===== src/rtl/enemy_spawn_sched.sv =====
`default_nettype none
// ============================================================================
// Module   : enemy_spawn_sched
// Brief    : Enemy spawn scheduler. Waits a level-dependent interval, picks
//            the next free pool slot round-robin, draws a pseudo-random
//            x-position, and offers a valid/ready spawn command. Difficulty
//            (shorter interval, faster speed) ramps with accepted spawns.
// Revision : 1.0 - initial release
// ============================================================================
module enemy_spawn_sched #(
  parameter int          NUM_SLOTS     = 4,
  parameter int          IDX_W         = 2,
  parameter int          X_MAX         = 431,
  parameter int          INTERVAL_INIT = 600000,
  parameter int          INTERVAL_STEP = 60000,
  parameter int          INTERVAL_MIN  = 150000,
  parameter int          LEVEL_PERIOD  = 8,
  parameter logic [15:0] LFSR_SEED     = 16'hACE1
) (
  input  logic                 clk_run,
  input  logic                 rst_n,
  input  logic                 en_i,
  input  logic [NUM_SLOTS-1:0] slot_busy_i,
  input  logic                 spawn_ready_i,
  output logic                 spawn_valid_o,
  output logic [IDX_W-1:0]     spawn_idx_o,
  output logic [9:0]           spawn_x_o,
  output logic [1:0]           spawn_speed_o,
  output logic [2:0]           level_o
);

  localparam int               c_SC_W = $clog2(LEVEL_PERIOD + 1);
  localparam logic [23:0]      c_INIT = 24'(INTERVAL_INIT);
  localparam logic [23:0]      c_STEP = 24'(INTERVAL_STEP);
  localparam logic [23:0]      c_MIN  = 24'(INTERVAL_MIN);
  localparam logic [IDX_W:0]   c_NS   = (IDX_W+1)'(NUM_SLOTS);
  localparam logic [9:0]       c_XMAX = 10'(X_MAX);
  localparam logic [9:0]       c_XMOD = 10'(X_MAX + 1);

  typedef enum logic [1:0] {
    ST_IDLE  = 2'd0,
    ST_COUNT = 2'd1,
    ST_PICK  = 2'd2,
    ST_OFFER = 2'd3
  } state_t;

  state_t            r_state;
  logic [23:0]       r_cnt;
  logic [c_SC_W-1:0] r_spawn_cnt;
  logic [IDX_W-1:0]  r_ptr;
  logic [15:0]       r_lfsr;

  logic [23:0]       w_dec;
  logic [23:0]       w_interval;
  logic [9:0]        w_r;
  logic [9:0]        w_x;
  logic [1:0]        w_speed;
  logic              w_found;
  logic [IDX_W-1:0]  w_pick;
  logic [IDX_W:0]    w_probe;
  logic [IDX_W-1:0]  w_ptr_next;

  // Free-running Fibonacci LFSR, taps for x^16+x^14+x^13+x^11+1
  always_ff @(posedge clk_run or negedge rst_n) begin
    if (!rst_n) begin
      r_lfsr <= LFSR_SEED;
    end else begin
      r_lfsr <= {r_lfsr[14:0], r_lfsr[15] ^ r_lfsr[13] ^ r_lfsr[12] ^ r_lfsr[10]};
    end
  end

  // Interval shrinks per level; clamp to the floor before it could underflow
  always_comb begin
    w_dec      = 24'(level_o) * c_STEP;
    w_interval = (c_INIT > w_dec + c_MIN) ? (c_INIT - w_dec) : c_MIN;
  end

  // Fold the 9-bit random value into 0..X_MAX with a single subtraction
  always_comb begin
    w_r = {1'b0, r_lfsr[8:0]};
    w_x = (w_r <= c_XMAX) ? w_r : (w_r - c_XMOD);
  end

  // Speed code by level band: 01 low, 11 middle, 10 high
  always_comb begin
    if (level_o < 3'd2) begin
      w_speed = 2'b01;
    end else if (level_o < 3'd4) begin
      w_speed = 2'b11;
    end else begin
      w_speed = 2'b10;
    end
  end

  // Round-robin search from the pointer; walk backwards so the nearest free slot wins
  always_comb begin
    w_found = 1'b0;
    w_pick  = '0;
    w_probe = '0;
    for (int k = NUM_SLOTS - 1; k >= 0; k--) begin
      w_probe = {1'b0, r_ptr} + (IDX_W+1)'(k);
      if (w_probe >= c_NS) begin
        w_probe = w_probe - c_NS;
      end
      if (!slot_busy_i[w_probe[IDX_W-1:0]]) begin
        w_found = 1'b1;
        w_pick  = w_probe[IDX_W-1:0];
      end
    end
  end

  // Pointer advances past the slot just accepted, wrapping at NUM_SLOTS
  always_comb begin
    w_ptr_next = ({1'b0, spawn_idx_o} == c_NS - 1'b1) ? '0 : spawn_idx_o + 1'b1;
  end

  // Scheduler FSM with registered command outputs and difficulty bookkeeping
  always_ff @(posedge clk_run or negedge rst_n) begin
    if (!rst_n) begin
      r_state       <= ST_IDLE;
      r_cnt         <= '0;
      r_spawn_cnt   <= '0;
      r_ptr         <= '0;
      level_o       <= '0;
      spawn_valid_o <= 1'b0;
      spawn_idx_o   <= '0;
      spawn_x_o     <= '0;
      spawn_speed_o <= 2'b01;
    end else begin
      case (r_state)
        ST_IDLE: begin
          if (en_i) begin
            r_state <= ST_COUNT;
            r_cnt   <= '0;
          end
        end
        ST_COUNT: begin
          if (en_i) begin
            if (r_cnt == w_interval - 24'd1) begin
              r_state <= ST_PICK;
            end else begin
              r_cnt <= r_cnt + 24'd1;
            end
          end
        end
        ST_PICK: begin
          if (en_i && w_found) begin
            r_state       <= ST_OFFER;
            spawn_valid_o <= 1'b1;
            spawn_idx_o   <= w_pick;
            spawn_x_o     <= w_x;
            spawn_speed_o <= w_speed;
          end
        end
        ST_OFFER: begin
          // Once offered, the command is held until taken regardless of en_i
          if (spawn_ready_i) begin
            spawn_valid_o <= 1'b0;
            r_ptr         <= w_ptr_next;
            r_state       <= ST_COUNT;
            r_cnt         <= '0;
            if (r_spawn_cnt == c_SC_W'(LEVEL_PERIOD - 1)) begin
              r_spawn_cnt <= '0;
              if (level_o != 3'd7) begin
                level_o <= level_o + 3'd1;
              end
            end else begin
              r_spawn_cnt <= r_spawn_cnt + c_SC_W'(1);
            end
          end
        end
        default: begin
          r_state <= ST_IDLE;
        end
      endcase
    end
  end

endmodule
`default_nettype wire


===== config.mk =====
export PLATFORM = sky130hd
export DESIGN_NAME = enemy_spawn_sched
export DESIGN_NICKNAME = d
export VERILOG_FILES = /design/src/rtl/enemy_spawn_sched.sv
export SDC_FILE = /design/constraint.sdc
export NUM_CORES = 1
export LEC_CHECK = 0
export CORE_MARGIN = 3
export CORE_UTILIZATION = 36
export DETAILED_ROUTE_END_ITERATION = 12
export DONT_BUFFER_PORTS = 1
export SYNTH_ARGS = -nofsm -noshare
export SYNTH_HDL_FRONTEND = slang
export SYNTH_SLANG_ARGS = --single-unit
export TNS_END_PERCENT = 5

===== constraint.sdc =====
create_clock -name clk_run -period 9.05 [get_ports clk_run]
set_input_delay 1.81 -clock clk_run [delete_from_list [all_inputs] [get_ports clk_run]]
set_output_delay 1.81 -clock clk_run [all_outputs]
set_load 0.02 [all_outputs]

-- Word-level counts from Yosys, hierarchy flattened
Index checks and enable logic that the tools add are counted.
- memory bits (read-only): 0
- output and inout port bits: 18
- logic and storage cells: 104
- memory bits (writable): 0
- memories: 0
- bits in registers: 66
- bits in latches: 0
- eq/ne operators: 13
- divide/modulo/power cells: 0
- $mul: 1
- bitwise operators: 3
- reductions and logical operators: 10
- $lt $le $gt $ge: 12
- multiplexer cells: 40
- add/subtract/negate cells: 15
- shift operators: 0
- operator list (operator ; number):
    $mux W24 ; 5
    $pmux W24 S3 ; 1
    $mux W2 ; 15
    $add A24 B1 Y24 const B ; 1
    $eq A24 B24 Y1 ; 1
    $sub A24 B1 Y24 const B ; 1
    $sub A20 B19 Y21 const A ; 1
    $add A19 B18 Y20 const B ; 1
    $gt A20 B20 Y1 const A ; 1
    $mul A3 B11 Y14 const B ; 1
    $lt A2 B3 Y1 const B ; 4
    $ne A2 B2 Y1 const B ; 6
    $mux W1 ; 11
    $mux W10 ; 1
    $reduce_and A5 Y1 ; 2
    $sub A9 B9 Y10 const B ; 1
    $ge A3 B3 Y1 const B ; 3
    $le A9 B9 Y1 const B ; 1
    $bmux W1 S2 ; 4
    $pmux W2 S4 ; 1
    $sub A2 B1 Y2 const B ; 4
    $add A2 B2 Y3 const B ; 2
    $eq A2 B2 Y1 const B ; 3
    $add A4 B1 Y4 const B ; 1
    other kinds (19) ; 22

-- Logic depth before layout (Yosys ltp)
- word-level depth: 12
- gate-level depth with buffers: 26

-- Least setup slack after synthesis
No wires, ideal clock.
- path type: reg-to-reg
- from: register level_o[0]
- to: register r_state[1]
- arrival: 6.124 ns
- library setup time: 0.128 ns
- stages on the path, launching flop included: 24
- setup slack: 2.799 ns
- path through: dfrtp_1 > clkbuf_1 > inv_1 > ha_1 > ha_1 > and3_1 > a221oi_1 > nand2_1 > xnor2_1 > o32a_1 > nand4bb_1 > nand2_1 > nor2_1 > ha_1 > nand2_1 > or4_1 > o31ai_2 > a21oi_1 > or4b_1 > a222oi_1 > buf_4 > a21oi_2 > a211oi_2 > mux2_1
- cells in the longest elaborated chain, start to end: 8
- elaborated cells between the ends (all ways): 9
- RTL lines (element ; RTL line ; text):
    start, declared ; 29 ; output logic [2:0] level_o
    start signal, assigned ; 165 ; level_o <= level_o + 3'd1;
    $mul A3 B11 Y14 * ; 74 ; w_dec = 24'(level_o) * c_STEP;
    via w_dec[6] ; 53 ; logic [23:0] w_dec;
    $add A19 B18 Y20 ; 75 ; w_interval = (c_INIT > w_dec + c_MIN) ? (c_INIT - w_dec) : c_MIN;
    $gt A20 B20 Y1 ; 75 ;
    $mux W24 * ; 75 ;
    $sub A24 B1 Y24 * ; 139 ; if (r_cnt == w_interval - 24'd1) begin
    $eq A24 B24 Y1 * ; 139 ;
    $ne A2 B2 Y1 (no line) * ; - ;
    $reduce_and A5 Y1 (no line) * ; - ;
    end signal, assigned ; 133 ; r_state <= ST_COUNT;
    end signal, assigned ; 140 ; r_state <= ST_PICK;
    end signal, assigned ; 148 ; r_state <= ST_OFFER;
    end, declared ; 47 ; state_t r_state;
Mark *: on every way through the listed nets, which the timed path passes. The rest lies on a longest branch.
A chain may end at the register's enable or synchronous reset.

-- Worst setup path in the final report
Same ends and word-level chain as after synthesis.

==> impl_metrics.csv <==
group,metric,value,unit
status,status,"finished clean",
detailed_routing,wl_per_cell,15.4,um
die,core,12900,um2
grt,grt_remaining_overflow,0,
sta,drv_slew,0,
die,die_h,122,um
detailed_routing,remaining_drc_errors,0,
sta,finalSetupViolCount,0,
synthesis,ys_async_sr_fraction,100,%
placed_design,place_inst,683,
grt,grt_pass1_wl,18500,um
grt,grt_pass1_vias,3748,
critical_path,crit_type,"register to register",
power,ir_drop,0.0961,mV
synthesis,yosys_warnings,0,
synthesis,ys_ff_latch,66,
power,p_leak,2.19,nW
placed_design,gp_routability_congestion,0.836,
synthesis,ys_types,82,
critical_path,slowest_stage,"dfrtp_1",
grt,antenna_found_initial,0,
clock_tree,cts_hold_buf,0,
clock_tree,cts-htree-levels,3,
synthesis,synthAdderAreaFrac,8.77,%
critical_path,max_stage_delay,950,ps
synthesis,synthSimpleGateAreaFrac,21.8,%
synthesis,avgSynthCellArea,9.26,um2
clock_tree,cts_buffer_depth,2,
critical_path,worstPathArrival,7520,ps
synthesis,synth_area,4850,um2
synthesis,synth_compound_area_share,17.2,%
layout,final_cell_mix,"nand2_1 (67), dfrtp_1 (57), xnor2_1 (38), nor2_1 (38), o21ai_0 (32)",
layout,syn_to_final_growth,9.39,%
clock_tree,ctsResizeCount,0,
die,initial_core_util,37.7,%
sta,rsz0062_at_grt,"no",
clock_tree,cts_tree,"yes",
detailed_routing,totalWireLength,10800,um
die,die_width,122,um
sta,setup_tns,0,ps
critical_path,worstPathMaxFanout,22,
synthesis,synthFlopType,"dfrtp_1",
power,total_power,0.730,mW
clock_tree,clock-sinks,66,
die,die-area,14900,um2
sta,hold_viol_final,0,
sta,whs,351,ps
layout,layout_commonest_cell,"nand2_1",
layout,antennaDiodeCount,0,
critical_path,timing.critical_path.cells,"inv_1 -> ha_1 -> ha_1 -> and3_1 -> a221oi_1 -> nand2_1 -> xnor2_1 -> o32a_1 -> nand4bb_1 -> nand2_1 -> nor2_1 -> ha_1 -> nand2_1 -> or4_1 -> o31ai_2 -> a21oi_1 -> or4b_1 -> a222oi_1 -> buf_4 -> a21oi_2 -> a211oi_2 -> mux2_1",
placed_design,hpwlAfterDp,7920,um
critical_path,crit_path_end_kind,"register",
power,p_per_area,138,nW/um2
detailed_routing,drt-initial-drc-count,302,
synthesis,synth_edf_count,0,
grt,gr-usage-all-layers,15.3,%
synthesis,synth-xor-area-share,11.4,%
grt,grt_max_degree,67,
clock_tree,cts_root_buf,"clkbuf_16",
sta,min_period_over_period,80.9,%
sta,period_needed,7320,ps
placed_design,pre_cts_slack,1820,ps
critical_path,crit_required,9250,ps
min_path,min-delay-path-class,"register to register",
sta,worst_pin_slew,925,ps
critical_path,start_kind,"register",
synthesis,synth_top_family_by_area,"simple AND/OR/NAND/NOR gates",
synthesis,synth.net_count,564,
clock_tree,cts_buffers,9,
sta,skew,6.68,ps
clock_tree,clk_latency,320,ps
sta,setup_ws,1730,ps
detailed_routing,ant_nets,0,
critical_path,critPathTopFamily,"simple AND/OR/NAND/NOR gates",
detailed_routing,drtPass1Iterations,4,
detailed_routing,vias_per_cell,5.52,
die,rows,41,
layout,nets,562,
layout,instances_no_fill,699,
critical_path,cp_num_buf_inv,2,
sta,clock.fmax,0.137,GHz
detailed_routing,vias,3857,
synthesis,synth.area.mux_share,3.43,%
layout,fill_cells,1272,
clock_tree,clk_pin_slew,50,ps
flow_run,drv_cap,0,
placed_design,io_buffers,0,
die,io_pins,26,
clock_tree,postCtsSetupRepairBufs,0,
synthesis,syn_inst,524,
sta,relSlewSlack,38.4,%
layout,layout-drive-gt1-share,11.4,%
synthesis,yosysSeqAreaShare,34.3,%
## area by class of cell
type	count	area (um2)	share of cell area, %
multi-input combinational	424	3040	57.2
sequential	66	1660	31.3
clock buffer	14	264	4.98
tap	172	215	4.06
inverter	18	67.6	1.27
clock inverter	2	37.5	0.708
timing repair buffer	3	22.5	0.425
## path summary, 6_finish.rpt
path                                              from                          to  slack, ps  cells past startpoint
worst max-delay path            level_o[0]$_DFFE_PN0P_      r_state[1]$_DFFE_PN0P_       1730                     22
worst min-delay path              r_lfsr[14]$_DFF_PN0_        r_lfsr[15]$_DFF_PN1_        350                      0
worst max register to register  level_o[0]$_DFFE_PN0P_      r_state[1]$_DFFE_PN0P_       1730                     22
worst min register to register    r_lfsr[14]$_DFF_PN0_        r_lfsr[15]$_DFF_PN1_        350                      0
max in group asynchronous                        rst_n        r_lfsr[15]$_DFF_PN1_       7670                      0
min in group asynchronous                        rst_n  spawn_idx_o[0]$_DFFE_PN0P_       1190                      0
## cell families after synthesis
family / count (synthesis)
compound gates: 120
xor+xnor: 54
fa+ha+maj: 33
buf+inv: 34
flops: 66
mux: 15
simple gates: 202
## worst reg2reg max path, delay by kind of cell, from the launching register on
| kind | cells | cell delay (ps) |
|---|---|---|
| adders and majority gates | 3 | 1160 |
| DFF | 1 | 950 |
| buffers and inverters | 2 | 490 |
| muxes | 1 | 350 |
| xor gates and xnor gates | 1 | 510 |
| AOI/OAI and AO/OA | 7 | 1730 |
| and+or+nand+nor | 8 | 2000 |
## metal layers
metal / vias up / part of all wire [%] / track usage, %
met5: - / 0 / 0
met4: 0 / 1.4 / 5.60
met3: 16 / 4.2 / 2.60
met2: 72 / 47 / 24.6
met1: 1875 / 47 / 20.9
li1: 1894 / - / -
## report_power, final
| part | total (mW) | switching (mW) | internal, mW |
|---|---|---|---|
| combinational | 0.0523 | 0.0238 | 0.0285 |
| sequential | 0.332 | 0.0196 | 0.312 |
| clock | 0.346 | 0.118 | 0.228 |
## state kept, by name, indices dropped and copies added (netlist names)
signal / count
level_o: 3
r_cnt: 24
r_lfsr: 16
r_ptr: 2
r_spawn_cnt: 4
r_state: 2
spawn_idx_o: 2
spawn_speed_o: 2
spawn_valid_o: 1
spawn_x_o: 10
## through the flow
step | area, um2 | utilization, %
floorplan | 4850 | -
global placement | 5000 | 38.9
detailed placement | 5000 | 38.9
CTS | 5310 | 41.2
global route | 5310 | 41.2
finish | 5310 | 41.2
## synth_stat cells (8+ instances only)
| cell | count | area [um2] |
|---|---|---|
| nand2_1 | 67 | 251 |
| dfrtp_1 | 57 | 1430 |
| nor2_1 | 38 | 143 |
| xnor2_1 | 38 | 333 |
| o21ai_0 | 32 | 160 |
| ha_1 | 30 | 375 |
| a21oi_1 | 21 | 105 |
| inv_1 | 18 | 67.6 |
| nand3_1 | 16 | 80.1 |
| and3_1 | 13 | 81.3 |
| xor2_1 | 10 | 87.6 |
| a31oi_1 | 9 | 56.3 |
| dfstp_2 | 9 | 236 |
| mux2_2 | 9 | 101 |
| nor4_1 | 9 | 56.3 |
| nor3_1 | 8 | 40.0 |
Note: power is estimated with default switching activity, not from simulation.
